[config.mk]
export PLATFORM = sky130hd
export DESIGN_NAME = fetch_stage_flat
export DESIGN_NICKNAME = d
export VERILOG_FILES = /design/src/rtl/fetch_stage_if.sv /design/src/rtl/fetch_stage.sv /design/src/flat_wrapper.sv
export SDC_FILE = /design/constraint.sdc
export NUM_CORES = 1
export LEC_CHECK = 0
export ABC_AREA = 0
export ABC_CLOCK_PERIOD_IN_PS = 2100
export BUFFER_PORTS_ARGS = -buffer_cell sky130_fd_sc_hd__clkbuf_2
export CORE_ASPECT_RATIO = 1.1
export CORE_MARGIN = 8
export CORE_UTILIZATION = 30
export CTS_CLUSTER_DIAMETER = 60
export DETAILED_ROUTE_END_ITERATION = 10
export REMOVE_ABC_BUFFERS = 1
export SLEW_MARGIN = 10
export SYNTH_ARGS = -nofsm -noshare
export SYNTH_HDL_FRONTEND = slang
export SYNTH_SLANG_ARGS = --single-unit
[constraint.sdc]
create_clock -name clk -period 2.1 [get_ports clk]
set_input_delay 0.42 -clock clk [delete_from_list [all_inputs] [get_ports clk]]
set_output_delay 0.42 -clock clk [all_outputs]
set_load 0.05 [all_outputs]
[src/rtl/fetch_stage_if.sv]
// fetch_stage_if: single-outstanding instruction-memory port.
// master = fetch stage (issues requests), slave = instruction memory.
interface fetch_stage_if;
    logic        imem_req;
    logic [31:0] imem_addr;
    logic        imem_ready;
    logic        imem_rvalid;
    logic [31:0] imem_rdata;

    modport master (
        output imem_req,
        output imem_addr,
        input  imem_ready,
        input  imem_rvalid,
        input  imem_rdata
    );

    modport slave (
        input  imem_req,
        input  imem_addr,
        output imem_ready,
        output imem_rvalid,
        output imem_rdata
    );
endinterface

[src/rtl/fetch_stage.sv]
// fetch_stage: RV32 instruction-fetch stage. Owns the PC, drives a
// single-outstanding request/response instruction-memory port and fills
// the IF/ID register. Redirects squash in-flight fetches.
// Optional feature macro: FETCH_MISALIGN_CHECK_EN (misaligned redirect
// targets raise an instruction-address-misaligned marker instead of being
// silently word-aligned).
//
// state | meaning
// IDLE  | reset state, first request issued next cycle
// REQ   | request for fetch_pc presented, waiting for acceptance
// WAIT  | request accepted, waiting for the response
// DROP  | response outstanding for a squashed path, discard it
// HOLD  | response captured in hold buffer while decode is stalled
// FAULT | misaligned redirect reported, no fetching until next redirect
module fetch_stage #(
    parameter logic [31:0] RESET_PC = 32'h0000_0000
) (
    input  logic          clk,
    input  logic          rst_n,
    input  logic          pc_src,
    input  logic [31:0]   new_pc,
    input  logic          flush,
    input  logic          stall,
    fetch_stage_if.master imem,
    output logic [31:0]   if_id_pc,
    output logic [31:0]   if_id_instruction,
    output logic          if_id_valid,
    output logic          if_id_misaligned
);
    localparam logic [31:0] NOP = 32'h0000_0013;

`ifdef FETCH_MISALIGN_CHECK_EN
    typedef enum logic [2:0] {S_IDLE, S_REQ, S_WAIT, S_DROP, S_HOLD, S_FAULT} state_t;
`else
    typedef enum logic [2:0] {S_IDLE, S_REQ, S_WAIT, S_DROP, S_HOLD} state_t;
`endif

    state_t      state_q, state_d;
    logic [31:0] fetch_pc_q, fetch_pc_d;
    logic [31:0] hold_buf_q, hold_buf_d;
    logic        req_q, req_d;
    logic [31:0] if_id_pc_q, if_id_pc_d;
    logic [31:0] if_id_instr_q, if_id_instr_d;
    logic        if_id_valid_q, if_id_valid_d;
    logic        if_id_mis_q, if_id_mis_d;

    logic        accept;
    logic        stale_out;
    logic        wr_en;
    logic        wr_mis;
    logic [31:0] wr_instr;
    logic [31:0] target_pc;

`ifdef FETCH_MISALIGN_CHECK_EN
    // Fault write is deferred one cycle past the redirect so the
    // accompanying flush cannot kill the misaligned marker.
    logic        fault_pend_q, fault_pend_d;
    logic        target_bad;
    assign target_pc  = new_pc;
    assign target_bad = |new_pc[1:0];
`else
    logic [1:0]  unused_new_pc_lsb;
    assign unused_new_pc_lsb = new_pc[1:0];
    assign target_pc = {new_pc[31:2], 2'b00};
`endif

    assign accept = req_q & imem.imem_ready;

    // Next state, fetch PC, hold buffer and IF/ID write request
    always_comb begin
        state_d    = state_q;
        fetch_pc_d = fetch_pc_q;
        hold_buf_d = hold_buf_q;
        stale_out  = 1'b0;
        wr_en      = 1'b0;
        wr_mis     = 1'b0;
        wr_instr   = NOP;
`ifdef FETCH_MISALIGN_CHECK_EN
        fault_pend_d = fault_pend_q;
`endif
        case (state_q)
            S_IDLE: state_d = S_REQ;
            S_REQ: begin
                stale_out = accept;
                if (accept) state_d = S_WAIT;
            end
            S_WAIT: begin
                stale_out = !imem.imem_rvalid;
                if (imem.imem_rvalid) begin
                    if (!stall) begin
                        wr_en      = 1'b1;
                        wr_instr   = imem.imem_rdata;
                        fetch_pc_d = fetch_pc_q + 32'd4;
                        state_d    = S_REQ;
                    end else begin
                        hold_buf_d = imem.imem_rdata;
                        state_d    = S_HOLD;
                    end
                end
            end
            S_HOLD: begin
                if (!stall) begin
                    wr_en      = 1'b1;
                    wr_instr   = hold_buf_q;
                    fetch_pc_d = fetch_pc_q + 32'd4;
                    state_d    = S_REQ;
                end
            end
            S_DROP: begin
                stale_out = !imem.imem_rvalid;
                if (imem.imem_rvalid) begin
`ifdef FETCH_MISALIGN_CHECK_EN
                    state_d = fault_pend_q ? S_FAULT : S_REQ;
`else
                    state_d = S_REQ;
`endif
                end
            end
`ifdef FETCH_MISALIGN_CHECK_EN
            S_FAULT: begin
                if (fault_pend_q && !stall) begin
                    wr_en        = 1'b1;
                    wr_mis       = 1'b1;
                    fault_pend_d = 1'b0;
                end
            end
`endif
            default: state_d = S_IDLE;
        endcase

        // Redirect wins over everything but reset; DROP only if a response is still owed
        if (pc_src) begin
            fetch_pc_d = target_pc;
            wr_en      = 1'b0;
            wr_mis     = 1'b0;
            if (stale_out) begin
                state_d = S_DROP;
            end else begin
                state_d = S_REQ;
`ifdef FETCH_MISALIGN_CHECK_EN
                if (target_bad) state_d = S_FAULT;
`endif
            end
`ifdef FETCH_MISALIGN_CHECK_EN
            fault_pend_d = target_bad;
`endif
        end
    end

    // IF/ID register update: flush beats any write, otherwise hold
    always_comb begin
        if_id_pc_d    = if_id_pc_q;
        if_id_instr_d = if_id_instr_q;
        if_id_valid_d = if_id_valid_q;
        if_id_mis_d   = if_id_mis_q;
        if (flush) begin
            if_id_instr_d = NOP;
            if_id_valid_d = 1'b0;
            if_id_mis_d   = 1'b0;
        end else if (wr_en) begin
            if_id_pc_d    = fetch_pc_q;
            if_id_instr_d = wr_instr;
            if_id_valid_d = 1'b1;
            if_id_mis_d   = wr_mis;
        end
    end

    assign req_d = (state_d == S_REQ);

    // State and output registers
    always_ff @(posedge clk or negedge rst_n) begin
        if (!rst_n) begin
            state_q       <= S_IDLE;
            fetch_pc_q    <= RESET_PC;
            hold_buf_q    <= 32'h0;
            req_q         <= 1'b0;
            if_id_pc_q    <= 32'h0;
            if_id_instr_q <= NOP;
            if_id_valid_q <= 1'b0;
            if_id_mis_q   <= 1'b0;
`ifdef FETCH_MISALIGN_CHECK_EN
            fault_pend_q  <= 1'b0;
`endif
        end else begin
            state_q       <= state_d;
            fetch_pc_q    <= fetch_pc_d;
            hold_buf_q    <= hold_buf_d;
            req_q         <= req_d;
            if_id_pc_q    <= if_id_pc_d;
            if_id_instr_q <= if_id_instr_d;
            if_id_valid_q <= if_id_valid_d;
            if_id_mis_q   <= if_id_mis_d;
`ifdef FETCH_MISALIGN_CHECK_EN
            fault_pend_q  <= fault_pend_d;
`endif
        end
    end

    assign imem.imem_req     = req_q;
    assign imem.imem_addr    = fetch_pc_q;
    assign if_id_pc          = if_id_pc_q;
    assign if_id_instruction = if_id_instr_q;
    assign if_id_valid       = if_id_valid_q;
    assign if_id_misaligned  = if_id_mis_q;
endmodule
[src/flat_wrapper.sv]
// flat-port wrapper written by rule: the top's interface ports become plain ports
module fetch_stage_flat 
#(
    parameter logic [31:0] RESET_PC = 32'h0000_0000
)
  (clk, rst_n, pc_src, new_pc, flush, stall, if_id_pc, if_id_instruction, if_id_valid, if_id_misaligned, imem_imem_req, imem_imem_addr, imem_imem_ready, imem_imem_rvalid, imem_imem_rdata);
  fetch_stage_if imem_i ();
  input  logic clk;
  input  logic rst_n;
  input  logic pc_src;
  input  logic [31:0] new_pc;
  input  logic flush;
  input  logic stall;
  output logic [31:0] if_id_pc;
  output logic [31:0] if_id_instruction;
  output logic if_id_valid;
  output logic if_id_misaligned;
  output wire logic [$bits(imem_i.imem_req)-1:0] imem_imem_req;
  output wire logic [$bits(imem_i.imem_addr)-1:0] imem_imem_addr;
  input wire logic [$bits(imem_i.imem_ready)-1:0] imem_imem_ready;
  input wire logic [$bits(imem_i.imem_rvalid)-1:0] imem_imem_rvalid;
  input wire logic [$bits(imem_i.imem_rdata)-1:0] imem_imem_rdata;
  assign imem_imem_req = imem_i.imem_req;
  assign imem_imem_addr = imem_i.imem_addr;
  assign imem_i.imem_ready = imem_imem_ready;
  assign imem_i.imem_rvalid = imem_imem_rvalid;
  assign imem_i.imem_rdata = imem_imem_rdata;
  fetch_stage #(.RESET_PC(RESET_PC)) u_core (.clk(clk), .rst_n(rst_n), .pc_src(pc_src), .new_pc(new_pc), .flush(flush), .stall(stall), .imem(imem_i), .if_id_pc(if_id_pc), .if_id_instruction(if_id_instruction), .if_id_valid(if_id_valid), .if_id_misaligned(if_id_misaligned));
endmodule
Yosys cells after proc, flatten, opt, wreduce, memory -nomap -nowiden:

Index checks and enable logic that the tools add are counted.

* output and inout port bits: 99
* register bits after elaboration: 134

* reductions and logical operators: 8
* add/sub/neg operators: 1
* bitwise logic cells: 2
* equal/unequal tests: 6
* multiplexer cells: 27

Operators with widths (number)
* $mux W32: 8
* $pmux W32 S2: 2
* $add A32 B3 Y32 const B: 1
* $mux W3: 6
* $pmux W3 S5: 1
* $mux W1: 7
* $eq A3 B1 Y1 const B: 2
* $eq A3 B2 Y1 const B: 2
* $pmux W1 S2: 2
* $reduce_and A2 Y1: 2
* $eq A3 B3 Y1 const B: 1
* $logic_not A3 Y1: 1
* $ne A3 B3 Y1 const B: 1
* $reduce_and A3 Y1: 1
* $reduce_bool A3 Y1: 1
* $mux W2: 1
* $reduce_bool A2 Y1: 1
* $reduce_or A2 Y1: 1
* $and A1 B1 Y1: 1
* $logic_not A1 Y1: 1
* $not A1 Y1: 1

Depth between registers and ports, before layout:

Gate-level depths: netlist of run 1.

* depth in word-level cells: 6
* mapped depth: 9

Least setup slack after synthesis of run 1:

Ideal clock, no wire load.

* path kind: register to register
* start point: register u_core.fetch_pc_q[2] (netlist: u_core.imem.imem_addr[2])
* end point: register u_core.fetch_pc_q[24] (netlist: u_core.imem.imem_addr[24])
* data arrival time: 2.148 ns
* period minus slack after synthesis: 2.230 ns
* cell stages (with the launch flop): 7
* path slack: -0.130 ns
* data required time: 2.018 ns
* path through: dfrtp_1 -> ha_1 -> nand2_1 -> nor2_1 -> nand4_1 -> or4_1 -> a31oi_1

* word-level cells in the longest chain between the ends: 5

RTL lines
* start: declaration: line fetch_stage.sv:39 `logic [31:0] fetch_pc_q, fetch_pc_d;`
* start signal: assignment: line fetch_stage.sv:186 `fetch_pc_q <= fetch_pc_d;`
* $add A32 B3 Y32 *: line fetch_stage.sv:93, fetch_stage.sv:105
* $mux W32 *: line fetch_stage.sv:90, fetch_stage.sv:102
* $mux W32: line fetch_stage.sv:89 `if (imem.imem_rvalid) begin`
* $pmux W32 S2 *: line fetch_stage.sv:81 `case (state_q)`
* $mux W32 *: line fetch_stage.sv:132 `if (pc_src) begin`

Mark *: on every way between the ends. The rest lies on a longest branch, timed or not. The select of a mux whose other input is x is not followed.
A chain may end at the register's enable or synchronous reset.

Final worst setup path of run 1:

* start point: register u_core.state_q[1]
* end point: register u_core.if_id_pc_q[20] (netlist: u_core.if_id_pc[20])

* word-level cells in the longest chain between the ends: 4
* elaborated cells between the ends (all ways): 5
* classes of those cells: 2 x eq/ne; 2 x mux; 1 x reduce/logical

RTL lines
* start: declaration: line fetch_stage.sv:38 `state_t state_q, state_d;`
* start signal: assignment: line fetch_stage.sv:185 `state_q <= state_d;`
* $eq A3 B3 Y1 or $eq A3 B2 Y1 (tied branches): line fetch_stage.sv:81
* $pmux W1 S2 *: line fetch_stage.sv:81
* $mux W1 *: line fetch_stage.sv:132
* $reduce_and A2 Y1 (no line) *
* end signal: assignment: line fetch_stage.sv:189 `if_id_pc_q <= if_id_pc_d;`
* end: declaration: line fetch_stage.sv:42 `logic [31:0] if_id_pc_q, if_id_pc_d;`

Mark *: on every way between the ends. The rest lies on a longest branch, timed or not.

==> flow_summary_export.csv, run 1 <==
group,metric,value,unit
clocking,path_clk_slew,0.06,ns
synthesis,synth_cell_types,52,
sta,rsz0062_at_grt,"false",
worst_setup_path,cp_top_family,"simple AND/OR/NAND/NOR gates",
sta,fmax,499,MHz
grt,grt_pass1_vias,5165,
synthesis,synth_adder_area_share,0.204,%
worst_setup_path,slowest_delay,0.45,ns
pwr,p_per_area,1070,mW/mm2
synthesis,synth_top_area_share,51.5,%
detailed_routing,drt_iter0_markers,246,
synthesis,ys_seq_elements,129,
final_layout,area_growth,33.0,%
final_layout,drive_above_1_share,43.6,%
detailed_routing,avgViaCountPerCell,4.94,
grt,grt_pass1_wl,28.5,mm
worst_setup_path,path_buf_inv,1,
detailed_routing,drc_errors,0,
synthesis,synth.largest_area_cell,"dfrtp_1",
synthesis,synth-async-reset-ratio,100,%
final_layout,nNetsFinal,786,
pwr,irDropWorstVdd,0.648,mV
status,run_status,"finished, final reports clean",
clocking,clk_path_buf_depth,2,
floorplanning,rows,55,
synthesis,avgSynthCellArea,11.5,um2
detailed_routing,drt_pass1_iterations,6,
worst_setup_path,crit_type,"reg -> reg",
floorplanning,die_y,166,um
sta,finalHoldViolations,0,
synthesis,synth_area,0.00612,mm2
worst_setup_path,slowest_stage,"dfrtp_1",
placement,detailed_place_hpwl,12.3,mm
sta,setup_viol,0,
synthesis,synth_mux_area_share,14.0,%
final_layout,final_cell_mix,"161 x clkbuf_2, 126 x dfrtp_1, 55 x nor2_1",
sta,drv_slew,0,
synthesis,synthFlopType,"dfrtp_1",
synthesis,ys_top_cells_by_area,"dfrtp_1 52%, mux2_4 7.4%, mux2_2 6.4%",
synthesis,synth_compound_area_share,10.4,%
min_path,min_path_type,"in -> reg",
grt,grt_start_max_net_pins,47,
synthesis,yosys_warnings,0,
grt,gr-total-overflow,0,
worst_setup_path,crit_fanout,22,
sta,worst_pin_slew,0.502,ns
synthesis,synth_top_family_by_area,"simple AND/OR/NAND/NOR gates",
placement,routabilityCongestion,0.758,
clocking,clock_tree.root_cell,"clkbuf_16",
floorplanning,die_x,152,um
sta,fin_crit_sh,95.4,%
synthesis,postSynthCellCount,533,
placement,pre_cts_ws,0.00313,ns
clocking,post_cts_buffers,0,
worst_setup_path,critPathCaptureType,"flop",
floorplanning,die-area,0.0252,mm2
grt,gr-usage-all-layers,14.3,%
synthesis,synthSimpleGateAreaFrac,15.1,%
worst_setup_path,required,2.40,ns
detailed_routing,postRouteAntennaNets,0,
floorplanning,core_area,0.0203,mm2
sta,skew,0.00588,ns
floorplanning,ioPinCount,170,
placement,place_inst,950,
run,drv_cap,0,
synthesis,synth_xor_xnor_area_share,3.15,%
synthesis,synth_edf_count,0,
detailed_routing,routed_wl,17.7,mm
placement,portBuffers,162,
sta,relSlewSlack,66.3,%
sta,whs,0.208,ns
grt,antenna_found_initial,0,
floorplanning,start_util,30.2,%
worst_setup_path,r2r_start,"u_core.state_q[1]",
detailed_routing,wl_per_cell,18.0,um
clocking,numCtsBuffers,17,
sta,fin_ws,0.0976,ns
worst_setup_path,crit_arrival,2.30,ns
clocking,worstSkewPairLatency,0.42,ns
min_path,worstHoldStart,"new_pc[15]",
clocking,cts_sinks,129,
final_layout,antenna_cells,0,
clocking,cts_max_level,4,
worst_setup_path,critPathLaunch,"u_core.state_q[1]",
worst_setup_path,crit_chain,"nand2b_4 -> and2_4 -> or3_1 -> nor2_8 -> buf_12 -> mux2_4",
sta,setup_tns,0,ns
clocking,cts_tree,"done",
sta,period_needed,2.00,ns
synthesis,ys_seq_area_share,52.8,%
final_layout,final_common_cell,"clkbuf_2",
worst_setup_path,cp-start-kind,"flop",
detailed_routing,via_count,4854,
pwr,leakagePower,3.90,nW
final_layout,fin_cells,983,
[report_power, final]
group / total, mW / switching [mW] / internal [mW]
logic: 1.94 / 1.19 / 0.747
clock network: 3.45 / 1.17 / 2.28
registers: 3.31 / 0.318 / 2.99
[per-layer routing]
metal	up-vias	global-route usage, %	wire length, um
met5	-	0	0
met4	0	5.05	194
met3	12	5.83	1590
met2	175	22.2	8020
met1	2384	17.6	7920
li1	2283	-	-
[area by class of cell]
type / count / area, um2
fill: 1994 / 12200
sequential: 129 / 3230
inverter: 3 / 11.3
tap: 256 / 320
clock inverter: 14 / 248
clock buffer: 18 / 439
multi-input combinational: 361 / 2650
timing repair buffer: 202 / 1240
[synthesized netlist by cell type (all sizes together), types with 4 or more instances]
master	count
clkbuf	22
a221oi	29
nor3	36
mux2	65
nand2b	4
dfrtp	126
o21ai	27
a31oi	6
xnor2	6
xor2	16
and3	5
nand3	13
nor2	57
nand2	30
buf	22
a21oi	12
nand4	17
[repair_timing]
item / CTS / global route
hold buffers: 1 / 0
resized for setup: 0 / 1
hold endpoints to repair: 42 / 0
endpoints found under the setup margin: 0 / 2
[final timing paths]
kind / to / slack [ns] / cells after the start
worst max-delay path: u_core.if_id_pc[20] / 0.1 / 6
worst min-delay path: u_core.imem.imem_addr[15] / 0.21 / 3
worst max register to register: u_core.if_id_pc[20] / 0.1 / 6
worst min register to register: u_core.hold_buf_q[9] / 0.51 / 1
max in group asynchronous: u_core.if_id_instruction[0] / 0.94 / 3
min in group asynchronous: u_core.if_id_instruction[6] / 0.51 / 2
[cell families after synthesis]
family	after synthesis
other cells	1
flops	129
compound gates	87
buf+inv	47
simple gates	180
fa+ha+maj	1
mux	66
xor+xnor	22
[worst min-delay path, cell delays in order]
cell and delay [ns]:
clkbuf_2 0.07, nand2_1 0.04, o21ai_0 0.06
[registers in the layout, summed over array words and instances (netlist names)]
register                  count
u_core.if_id_valid            1
u_core.imem.imem_req          1
u_core.if_id_pc              30
u_core.imem.imem_addr        30
u_core.if_id_instruction     32
u_core.hold_buf_q            32
u_core.state_q                3
[stage by stage]
stage	utilization, %	instance area, um2	power (mW)
2_1_floorplan	-	5880	4.63
3_3_place_gp	36.6	7440	5.26
3_5_place_dp	36.6	7440	5.30
4_1_cts	40.1	8140	8.80
5_1_grt	40.1	8140	9.09
6_report	40.1	8140	8.70
No activity file was read; power rests on OpenSTA's default activity.
==> inputs of run 2 (changes only) <==
- GPL_TIMING_DRIVEN: default -> 0
==> flow_summary_export.csv, run 2 (synthesis results as in run 1) <==
group,metric,value,unit
detailed_routing,via_count,4775,
clocking,cts_tree,"done",
worst_setup_path,r2r_start,"u_core.state_q[2]",
sta,fmax,492,MHz
worst_setup_path,reg2reg_depth,6,
worst_setup_path,critPathLaunch,"u_core.state_q[2]",
floorplanning,die_x,152,um
clocking,cts_max_level,4,
worst_setup_path,crit_fanout,7,
worst_setup_path,required,2.40,ns
worst_setup_path,crit_type,"reg -> reg",
clocking,worstSkewPairLatency,0.42,ns
sta,relSlewSlack,33.5,%
worst_setup_path,slowest_delay,0.44,ns
placement,routabilityCongestion,0.757,
worst_setup_path,slowest_stage,"or3_4",
final_layout,fin_cells,970,
final_layout,fillers,1979,
pwr,leakagePower,3.79,nW
detailed_routing,wl_per_cell,18.4,um
min_path,worstHoldStart,"new_pc[8]",
final_layout,drive_above_1_share,43.7,%
clocking,numCtsBuffers,17,
worst_setup_path,cp.depth,6,
grt,grt_start_max_net_pins,76,
sta,skew,0.00606,ns
floorplanning,start_util,30.2,%
run,drv_cap,0,
sta,period_needed,2.03,ns
clocking,cts_sinks,129,
grt,gr-total-overflow,0,
floorplanning,core_area,0.0203,mm2
sta,drv_slew,0,
clocking,clock_tree.root_cell,"clkbuf_16",
detailed_routing,routed_wl,17.8,mm
worst_setup_path,r2r-end,"u_core.if_id_pc[25]",
floorplanning,ioPinCount,170,
final_layout,antenna_cells,0,
sta,finalHoldViolations,0,
sta,fin_crit_sh,96.7,%
worst_setup_path,critPathCaptureType,"flop",
detailed_routing,postRouteAntennaNets,0,
floorplanning,die_y,166,um
placement,detailed_place_hpwl,11.8,mm
sta,setup_viol,0,
final_layout,final_common_cell,"clkbuf_2",
floorplanning,die-area,0.0252,mm2
clocking,path_clk_slew,0.06,ns
worst_setup_path,crit_chain,"nand3b_4 -> and2_4 -> or3_4 -> nor2_8 -> clkbuf_16 -> mux2_4",
pwr,p_per_area,1020,mW/mm2
min_path,min_path_type,"in -> reg",
grt,antenna_found_initial,0,
worst_setup_path,cp_top_family,"simple AND/OR/NAND/NOR gates",
grt,grt_pass1_vias,4904,
status,run_status,"finished, final reports clean",
detailed_routing,drt_pass1_iterations,4,
final_layout,nNetsFinal,773,
placement,place_inst,917,
detailed_routing,drt_iter0_markers,200,
worst_setup_path,crit_arrival,2.33,ns
pwr,irDropWorstVdd,0.610,mV
final_layout,area_growth,30.2,%
grt,gr-usage-all-layers,14.2,%
clocking,clk_path_buf_depth,2,
sta,rsz0062_at_grt,"true",
worst_setup_path,endpoint,"u_core.if_id_pc[25]",
sta,fin_ws,0.0685,ns
worst_setup_path,path_buf_inv,1,
placement,pre_cts_ws,-1.19,ns
grt,grt_pass1_wl,28.5,mm
floorplanning,rows,55,
worst_setup_path,cp-start-kind,"flop",
placement,portBuffers,162,
final_layout,final_cell_mix,"160 x clkbuf_2, 124 x dfrtp_1, 53 x nor2_1",
detailed_routing,avgViaCountPerCell,4.92,
detailed_routing,drc_errors,0,
sta,worst_pin_slew,0.998,ns
worst_setup_path,rrSetupSlack,0.07,ns
## run 2: timing repair
item	4_1_cts	5_1_grt
setup endpoints to repair	74	53
endpoints found under the hold margin	53	0
buffers inserted	9	8
hold buffers	1	0
resized for setup	10	5
cloned	2	1
pin swaps	5	5
## run 2: layout make-up
class | instances | area, um2 | share of cell area [%]
Inverter | 3 | 11.3 | 0.141
Clock buffer | 19 | 443 | 5.55
Sequential cell | 129 | 3230 | 40.6
Tap cell | 256 | 320 | 4.02
Timing Repair Buffer | 187 | 1100 | 13.8
Clock inverter | 13 | 139 | 1.74
Multi-Input combinational cell | 363 | 2730 | 34.2
## run 2: metal layers
layer / GRT usage [%] / wire (um) / part of all wire (%) / vias up
met5: 0 / 0 / 0 / -
met4: 4.18 / 196 / 1.1 / 0
met3: 5.54 / 1380 / 7.7 / 15
met2: 21.3 / 8080 / 45 / 157
met1: 18.7 / 8160 / 46 / 2330
li1: - / - / - / 2273
## run 2: stage by stage
step / power [mW] / util (%) / hold WS [ns] / area (um2) / TNS, ns
CTS: 8.15 / 38.8 / 0.193 / 7870 / 0
floorplan: 4.63 / - / 0.124 / 5880 / -45.84
finish: 8.10 / 39.3 / 0.210 / 7970 / 0
detailed placement: 5.20 / 35.2 / 0.420 / 7140 / -52.49
global placement: 5.14 / 34.5 / 0.486 / 7010 / -346.44
global route: 8.49 / 39.3 / 0.209 / 7970 / -0.00738
## run 2: how the worst min path moves through the flow
stage | end | slack (ns) | cells past startpoint
CTS | u_core.imem.imem_addr[9] | 0.19 | 3
floorplan | u_core.hold_buf_q[0] | 0.12 | 0
finish | u_core.imem.imem_addr[8] | 0.21 | 3
global placement | u_core.if_id_valid | 0.49 | 2
global route | u_core.imem.imem_addr[17] | 0.21 | 3
detailed placement | u_core.if_id_instruction[8] | 0.42 | 1
## run 2: worst reg2reg max path: stages (launching register included)
cell	delay, ns
dfrtp_2	0.43
nand3b_4	0.18
and2_4	0.19
or3_4	0.44
nor2_8	0.17
clkbuf_16	0.21
mux2_4	0.30
## run 2: where the power goes
group          internal [mW]  switching, mW
clock network           1.77           1.11
registers               2.99          0.354
logic                  0.705           1.16
